### config.mk
export PLATFORM = sky130hd
export DESIGN_NAME = stage_twiddle_seq
export DESIGN_NICKNAME = d
export VERILOG_FILES = /design/src/rtl/stage_twiddle_seq.sv
export SDC_FILE = /design/constraint.sdc
export NUM_CORES = 1
export LEC_CHECK = 0
export ABC_AREA = 0
export CAP_MARGIN = 25
export CORE_ASPECT_RATIO = 1.4
export CORE_MARGIN = 2
export CORE_UTILIZATION = 40
export CTS_CLUSTER_DIAMETER = 40
export CTS_CLUSTER_SIZE = 25
export DETAILED_ROUTE_END_ITERATION = 16
export PLACE_DENSITY = 0.7
export SYNTH_ARGS = -nofsm -noshare
export SYNTH_HDL_FRONTEND = slang
export SYNTH_SLANG_ARGS = --single-unit
### constraint.sdc
create_clock -name clk -period 15.2 [get_ports clk]
set_clock_uncertainty 0.2 [all_clocks]
set_input_delay 2.28 -clock clk [delete_from_list [all_inputs] [get_ports clk]]
set_output_delay 2.28 -clock clk [all_outputs]
set_load 0.01 [all_outputs]
### src/rtl/stage_twiddle_seq.sv
// Twiddle read sequencer for one radix-2 FFT stage: walks the ROM, hides its 1-cycle latency, streams words.
// Optional build macro TW_CONJ_EN: conjugate (saturating imag negate) when inv=1 for inverse transforms.
module stage_twiddle_seq #(
    parameter int LOG2N  = 4,
    parameter int STAGE  = 3,
    parameter int ADDR_W = 3,
    parameter int TW_W   = 28
) (
    input  logic              clk,
    input  logic              rst,
    input  logic              start,
    output logic              busy,
    output logic              done,
    output logic [ADDR_W-1:0] rom_addr,
    input  logic [TW_W-1:0]   rom_dout,
    output logic              tw_valid,
    input  logic              tw_ready,
    output logic [TW_W-1:0]   tw_data,
    output logic [ADDR_W-1:0] tw_k,
    output logic              tw_last,
    input  logic              inv
);
    localparam int HW     = TW_W / 2;
    localparam int SH     = LOG2N - STAGE;
    localparam int STAGES = 1;
    localparam int DEPTH  = 4;
    localparam logic [ADDR_W-1:0] JMAX = ADDR_W'((1 << (STAGE - 1)) - 1);
    localparam logic [ADDR_W-1:0] GMAX = ADDR_W'((1 << SH) - 1);

    typedef enum logic [1:0] {IDLE, RUN, DRAIN, DONE} state_t;

    state_t            state;
    logic [ADDR_W-1:0] j, g, k_pipe;
    logic [STAGES:0]   vld_pipe, last_pipe;
    logic [TW_W-1:0]   mem_d [DEPTH];
    logic [ADDR_W-1:0] mem_k [DEPTH];
    logic [DEPTH-1:0]  mem_l;
    logic [1:0]        wp, rp;
    logic [2:0]        cnt;
    logic [TW_W-1:0]   wdata;
    logic              issue, pass_end, push, pop, space;

    // Reads in flight already own a FIFO slot, so the FIFO can never overflow.
    assign space    = (cnt + 3'(vld_pipe[0]) + 3'(vld_pipe[1])) < 3'(DEPTH);
    assign pass_end = (j == JMAX) && (g == GMAX);
    assign issue    = (state == IDLE && start) || (state == RUN && space);
    assign push     = vld_pipe[STAGES];
    assign pop      = tw_valid && tw_ready;

`ifdef TW_CONJ_EN
    logic [HW-1:0] im, im_neg;
    assign im     = rom_dout[HW-1:0];
    assign im_neg = (im == {1'b1, {(HW-1){1'b0}}}) ? {1'b0, {(HW-1){1'b1}}} : (~im + 1'b1);
    assign wdata  = inv ? {rom_dout[TW_W-1:HW], im_neg} : rom_dout;
`else
    logic unused_inv;
    assign unused_inv = inv;
    assign wdata      = rom_dout;
`endif

    always_ff @(posedge clk or posedge rst) begin
        if (rst) begin
            state     <= IDLE;
            busy      <= 1'b0;
            done      <= 1'b0;
            rom_addr  <= '0;
            j         <= '0;
            g         <= '0;
            k_pipe    <= '0;
            vld_pipe  <= '0;
            last_pipe <= '0;
        end else begin
            done      <= 1'b0;
            vld_pipe  <= {vld_pipe[STAGES-1:0], issue};
            last_pipe <= {last_pipe[STAGES-1:0], issue && pass_end};
            k_pipe    <= rom_addr;
            if (issue) begin
                rom_addr <= j << SH;
                if (pass_end) begin
                    j <= '0;
                    g <= '0;
                end else if (j == JMAX) begin
                    j <= '0;
                    g <= g + 1'b1;
                end else begin
                    j <= j + 1'b1;
                end
            end
            case (state)
                IDLE: if (start) begin
                    state <= pass_end ? DRAIN : RUN;
                    busy  <= 1'b1;
                end
                RUN: if (issue && pass_end) state <= DRAIN;
                DRAIN: if (pop && tw_last) begin
                    state <= DONE;
                    done  <= 1'b1;
                    busy  <= 1'b0;
                end
                DONE:    state <= IDLE;
                default: state <= IDLE;
            endcase
        end
    end

    always_ff @(posedge clk or posedge rst) begin
        if (rst) begin
            for (int i = 0; i < DEPTH; i++) begin
                mem_d[i] <= '0;
                mem_k[i] <= '0;
            end
            mem_l <= '0;
            wp    <= '0;
            rp    <= '0;
            cnt   <= '0;
        end else begin
            if (push) begin
                mem_d[wp] <= wdata;
                mem_k[wp] <= k_pipe;
                mem_l[wp] <= last_pipe[STAGES];
                wp        <= wp + 1'b1;
            end
            if (pop) rp <= rp + 1'b1;
            cnt <= cnt + 3'(push) - 3'(pop);
        end
    end

    assign tw_valid = (cnt != 3'd0);
    assign tw_data  = mem_d[rp];
    assign tw_k     = mem_k[rp];
    assign tw_last  = mem_l[rp];
endmodule

# After elaboration in Yosys (flattened, before gate mapping)
# Index checks and enable logic that the tools add are counted.
# op_classes
add_sub_neg	8
n_lt_le_gt_ge	7
n_eq_ne	8
n_mux	31
n_bitwise	2
n_reduce_logical	16
# ops
op	n
bitwise mux 112 bit	1
two-way mux 28 bit	3
binary-select mux 28 bit (select 2 bit)	1
demux 28 bit (select 2 bit)	1
two-way mux 3 bit	7
bitwise mux 12 bit	1
adder 3 x 1 -> 3 bit	3
logical AND 1 bit	8
two-way mux 2 bit	4
case mux 2 bit (4 select lines)	1
adder 3 x 1 -> 3 bit (second input constant)	2
binary-select mux 3 bit (select 2 bit)	1
demux 3 bit (select 2 bit)	1
greater-or-equal comparator 3 bit (second input constant)	2
< comparator 2 x 3 -> 1 bit (second input constant)	2
two-way mux 1 bit	6
inverter 2 -> 3 bit	2
AND reduction 3 bit	2
adder 2 x 1 -> 2 bit (second input constant)	2
bitwise mux 4 bit	1
== test 2 bit (second input constant)	2
!= test 2 bit (second input constant)	2
nonzero test 2 bit	2
== test 3 x 1 -> 1 bit (second input constant)	1
other kinds (14)	14
# word_totals
ff_bits	153
wordCells	93

# Logic depth before layout (Yosys ltp)
# logic_depth
depth_word	8
mapped_depth	7

# Least setup slack after synthesis
# OpenSTA, ideal clock, no wires.
# synth_timing
path_kind	flip-flop to output port
startpoint	reg rp[0]
endpoint	out tw_data[19]
arrival_ps	1321
required_time_ps	12720
slack_ps	11399
stages_incl_launch_ff	5
cell_sequence	dfrtp_1 -> buf_6 -> buf_2 -> buf_2 -> mux4_2
# synth_between
elab_chain_cells	4
# synth_lines
item	line_no	source
from (decl)	38	logic [1:0] wp, rp;
from (signal assigned)	123	if (pop) rp <= rp + 1'b1;
inverter 2 -> 3 bit (not written as such)	129	assign tw_data = mem_d[rp];
binary-select mux 28 bit (select 2 bit)	129	
two-way mux 28 bit (not written as such) (2 in series)	129	
to (decl)	18	output logic [TW_W-1:0] tw_data,
# Every way passes these cells. The select of a mux whose other input is x is not followed.

# Worst setup path after layout
# layout_timing
startpoint	reg rp[0]
endpoint	out tw_last
# layout_between
elab_chain_cells	2
# layout_lines
item	line_no	source
binary-select mux 1 bit (select 2 bit)	131	assign tw_last = mem_l[rp];
two-way mux 1 bit (not written as such)	131	
to (decl)	20	output logic tw_last,
# Every way passes these cells. The select of a mux whose other input is x is not followed.

==> tab_implementation.tex <==
\begin{tabular}{lr}
\hline
Metric & Value \\
\hline
\multicolumn{2}{l}{\textbf{Status}} \\
Result of the run & finished clean \\
\multicolumn{2}{l}{\textbf{Timing}} \\
Final worst slack & 10.12 ns \\
Count of endpoints failing setup in the final report & 0 \\
Count of final hold-check violations & 0 \\
Worst relative slew slack & 34.4\% \\
Max-slew violation count & 0 \\
Timing-limited maximum frequency & between 150 and 200 MHz \\
Clock period minus final worst setup slack & 5.08 ns \\
Post-route fraction of the period consumed by the critical path & about 33\% \\
Hold Worst Slack & around 0.17 ns \\
RSZ-0062 raised after global routing & no \\
Setup TNS & 0 ns \\
Least-Margin Pin Slew & 0.984 ns \\
\multicolumn{2}{l}{\textbf{Synth}} \\
Mean area per synthesized cell & 16.0 um2 \\
Main synth FF type & sky130\_fd\_sc\_hd\_\_dfrtp\_1 \\
Number of instances in the synthesized netlist & 409 \\
Post-synthesis sequential area ratio & 56.8\% \\
Share of flip-flops with an asynchronous set or reset & 100\% \\
Number of flops mapped to enable cells by yosys & 0 \\
Yosys Warn Count & 0 \\
Area fraction of the dominant cell type after synthesis & 56.8\% \\
Dominant cell type by area after synthesis & sky130\_fd\_sc\_hd\_\_dfrtp\_1 \\
Synthesized area & 0.00656 mm2 \\
Register bit count reported by yosys & between 100 and 150 \\
Count of unique library cells instantiated by Yosys & 34 \\
Largest cells by area after synthesis & sky130\_fd\_sc\_hd\_\_dfrtp\_1 (57\%), sky130\_fd\_sc\_hd\_\_mux2\_2 (22\%), sky130\_fd\_sc\_hd\_\_mux4\_2 (11\%) \\
\multicolumn{2}{l}{\textbf{GRT}} \\
Number of global-route vias before repair & roughly 4,100 \\
Wire length of the first global-routing pass & 21,400 um \\
Global route total overflow & 0 \\
Total track usage & between 10\% and 20\% \\
Maximum number of pins on one net before global-route repair & 85 \\
Initial antenna violation count & 0 \\
\multicolumn{2}{l}{\textbf{Worst setup path}} \\
Terminus of the critical flop-to-flop path & state[1] \\
Crit Path Max Fanout & 28 \\
Critical setup path kind & reg -> out \\
Worst EP required & $\sim$13 ns \\
Worst EP arrival & roughly 2.6 ns \\
Cell with the largest stage delay on the worst path & sky130\_fd\_sc\_hd\_\_mux4\_2 \\
Kind of end point of the critical path & primary output \\
Critical path startpoint & rp[0] \\
Logic depth of the worst register-to-register path & 6 \\
Worst reg2reg path startpoint & rp[0] \\
Critical path launch point type & flip-flop \\
Worst stage delay on the critical path & 0.66 ns \\
Register-to-register path setup slack & 12.60 ns \\
Critical path cell sequence & buf\_4 -> mux4\_2 -> clkdlybuf4s50\_1 \\
\multicolumn{2}{l}{\textbf{Place}} \\
Worst setup slack after placement & 10.52 ns \\
DP HPWL & 7970 um \\
Final estimated routing congestion in global placement & 0.716 \\
IO buf count & 67 \\
\multicolumn{2}{l}{\textbf{Worst hold path}} \\
Terminating pin of the worst hold path & last\_pipe[1] \\
Classification of the worst-slack hold path & reg -> reg \\
Hold path start & last\_pipe[0] \\
Hold Path Cell Cnt & 0 \\
\multicolumn{2}{l}{\textbf{CTS}} \\
Number of gates given a new drive strength after cts & 0 \\
Clock buffer depth & 2 \\
Number of sinks handled by clock tree synthesis & 149 \\
Clock root buffer & sky130\_fd\_sc\_hd\_\_clkbuf\_16 \\
Cts-stage hold buffer count & 0 \\
TritonCTS clock tree & done \\
Number of buffers added for setup after CTS & 0 \\
Number of levels in the clock H-tree & 4 \\
Clk Latency, worst-skew pair & 0.41 ns \\
Clock edge transition at the registers on the reported setup and hold paths & 0.06 ns \\
TritonCTS buffer count & 17 \\
\multicolumn{2}{l}{\textbf{Drt}} \\
DRC errors left & 0 \\
Total wire length after detailed routing & 12,900 um \\
Average via count per standard cell & about 5.2 \\
DR pass1 iterations & 4 \\
Avg WL per Cell & 18.9 um \\
Initial DRC count & 151 \\
Remaining number of nets flagged by the antenna check after routing & 0 \\
Number of vias in the routed layout & 3,563 \\
\multicolumn{2}{l}{\textbf{Die}} \\
Floorplan core area & between 0.015 and 0.02 mm2 \\
Starting density of the core & 40.7\% \\
Number of top-level design ports & 71 \\
Floorplan die area & 0.0175 mm2 \\
Vertical die dimension & around 160 um \\
Width of the die & 112 um \\
Site row count & 55 \\
\multicolumn{2}{l}{\textbf{Cells and area}} \\
Final net count & 523 \\
Most common library cell in the layout ignoring fill and taps & sky130\_fd\_sc\_hd\_\_dfrtp\_1 \\
Antenna diode instance count & 0 \\
Layout cell share with drive strength beyond 1 & 42.2\% \\
Growth of design area from synthesis to finish & 22.9\% \\
Final design utilization & 50.1\% \\
Most frequent cells in the layout & sky130\_fd\_sc\_hd\_\_dfrtp\_1 (147), sky130\_fd\_sc\_hd\_\_mux2\_2 (130), sky130\_fd\_sc\_hd\_\_clkdlybuf4s50\_1 (67) \\
\multicolumn{2}{l}{\textbf{Pwr}} \\
Power density over the cells & 246 mW/mm2 \\
Leak pwr & 3.42 nW \\
IR Drop Worst-Case VDD & 0.0987 mV \\
\multicolumn{2}{l}{\textbf{Job}} \\
Number of maximum-capacitance violations & 0 \\
\hline
\end{tabular}
==> state kept, by name (all words and copies together), names as in the netlist, 2 cells and up <==
name / count
cnt: 3
g: 3
j: 3
k_pipe: 2
last_pipe: 2
mem_d: 112
mem_k: 8
mem_l: 4
rom_addr: 2
rp: 2
state: 2
vld_pipe: 2
wp: 2
==> worst max-delay path by stage <==
stage / to / slack (ns) / cells past startpoint
after floorplan: busy / 8.71 / 1
after global placement: tw_last / 10.50 / 3
after detailed placement: tw_last / 10.52 / 3
after CTS: tw_last / 10.07 / 3
after global routing: tw_last / 9.97 / 3
final: tw_last / 10.12 / 3
==> metal layers <==
metal / GRT usage (%) / wire, um
met1: 19.0 / 5400
met2: 28.6 / 7040
met3: 3.31 / 315
met4: 5.17 / 172
met5: 0 / 0
==> synthesized netlist by cell type, types with 2 or more instances <==
cell / instances
sky130_fd_sc_hd__dfrtp_1: 149
sky130_fd_sc_hd__mux2_2: 130
sky130_fd_sc_hd__mux4_2: 31
sky130_fd_sc_hd__ha_1: 14
sky130_fd_sc_hd__inv_1: 12
sky130_fd_sc_hd__clkbuf_1: 9
sky130_fd_sc_hd__buf_2: 8
sky130_fd_sc_hd__nand2_1: 8
sky130_fd_sc_hd__nor2b_1: 6
sky130_fd_sc_hd__buf_1: 4
sky130_fd_sc_hd__nor2_1: 4
sky130_fd_sc_hd__o21ai_0: 4
sky130_fd_sc_hd__nand3_1: 3
sky130_fd_sc_hd__xor2_1: 3
sky130_fd_sc_hd__and3_1: 2
sky130_fd_sc_hd__buf_4: 2
sky130_fd_sc_hd__mux2i_1: 2
sky130_fd_sc_hd__xnor2_1: 2
==> where the power goes <==
group / total (mW) / switching [mW] / internal, mW
sequential: 0.726 / 0.132 / 0.595
clock: 0.455 / 0.161 / 0.294
combinational: 0.799 / 0.294 / 0.506
total: 1.98 / 0.586 / 1.39
==> worst max-delay path, delay by kind of cell (launching register included) <==
kind | cells | cell delay [ns]
multiplexers | 1 | 0.66
flip-flops | 1 | 0.48
buffers and inverters | 2 | 1.04
==> final cells by class <==
cell class / instances / area [um2]
multi-input cells: 225 / 2690
clock inverters: 12 / 205
inverters: 12 / 50.0
fillers: 1397 / 8040
well taps: 199 / 249
repair buffers: 70 / 706
clock buffers: 18 / 439
flip-flops and latches: 149 / 3730
==> logic make-up (layout without fill, tap and decap cells) <==
| family | count (synthesis) | in the layout | synth area share, % |
|---|---|---|---|
| mux | 164 | 164 | 33.5 |
| compound gates | 13 | 13 | 1.56 |
| simple gates | 26 | 26 | 1.96 |
| other cells | 1 | 2 | 0.0572 |
| buf+inv | 36 | 112 | 2.44 |
| flops | 149 | 149 | 56.8 |
| fa+ha+maj | 15 | 15 | 2.98 |
| xor+xnor | 5 | 5 | 0.668 |
==> through the flow <==
step	total power [mW]	cell area, um2	instances
2_1_floorplan	1.23	6560	410
3_3_place_gp	1.50	7400	654
3_5_place_dp	1.55	7400	654
4_1_cts	2.01	8050	684
5_1_grt	2.10	8070	685
6_report	1.98	8070	685
Note: power is estimated with default switching activity, not from simulation.
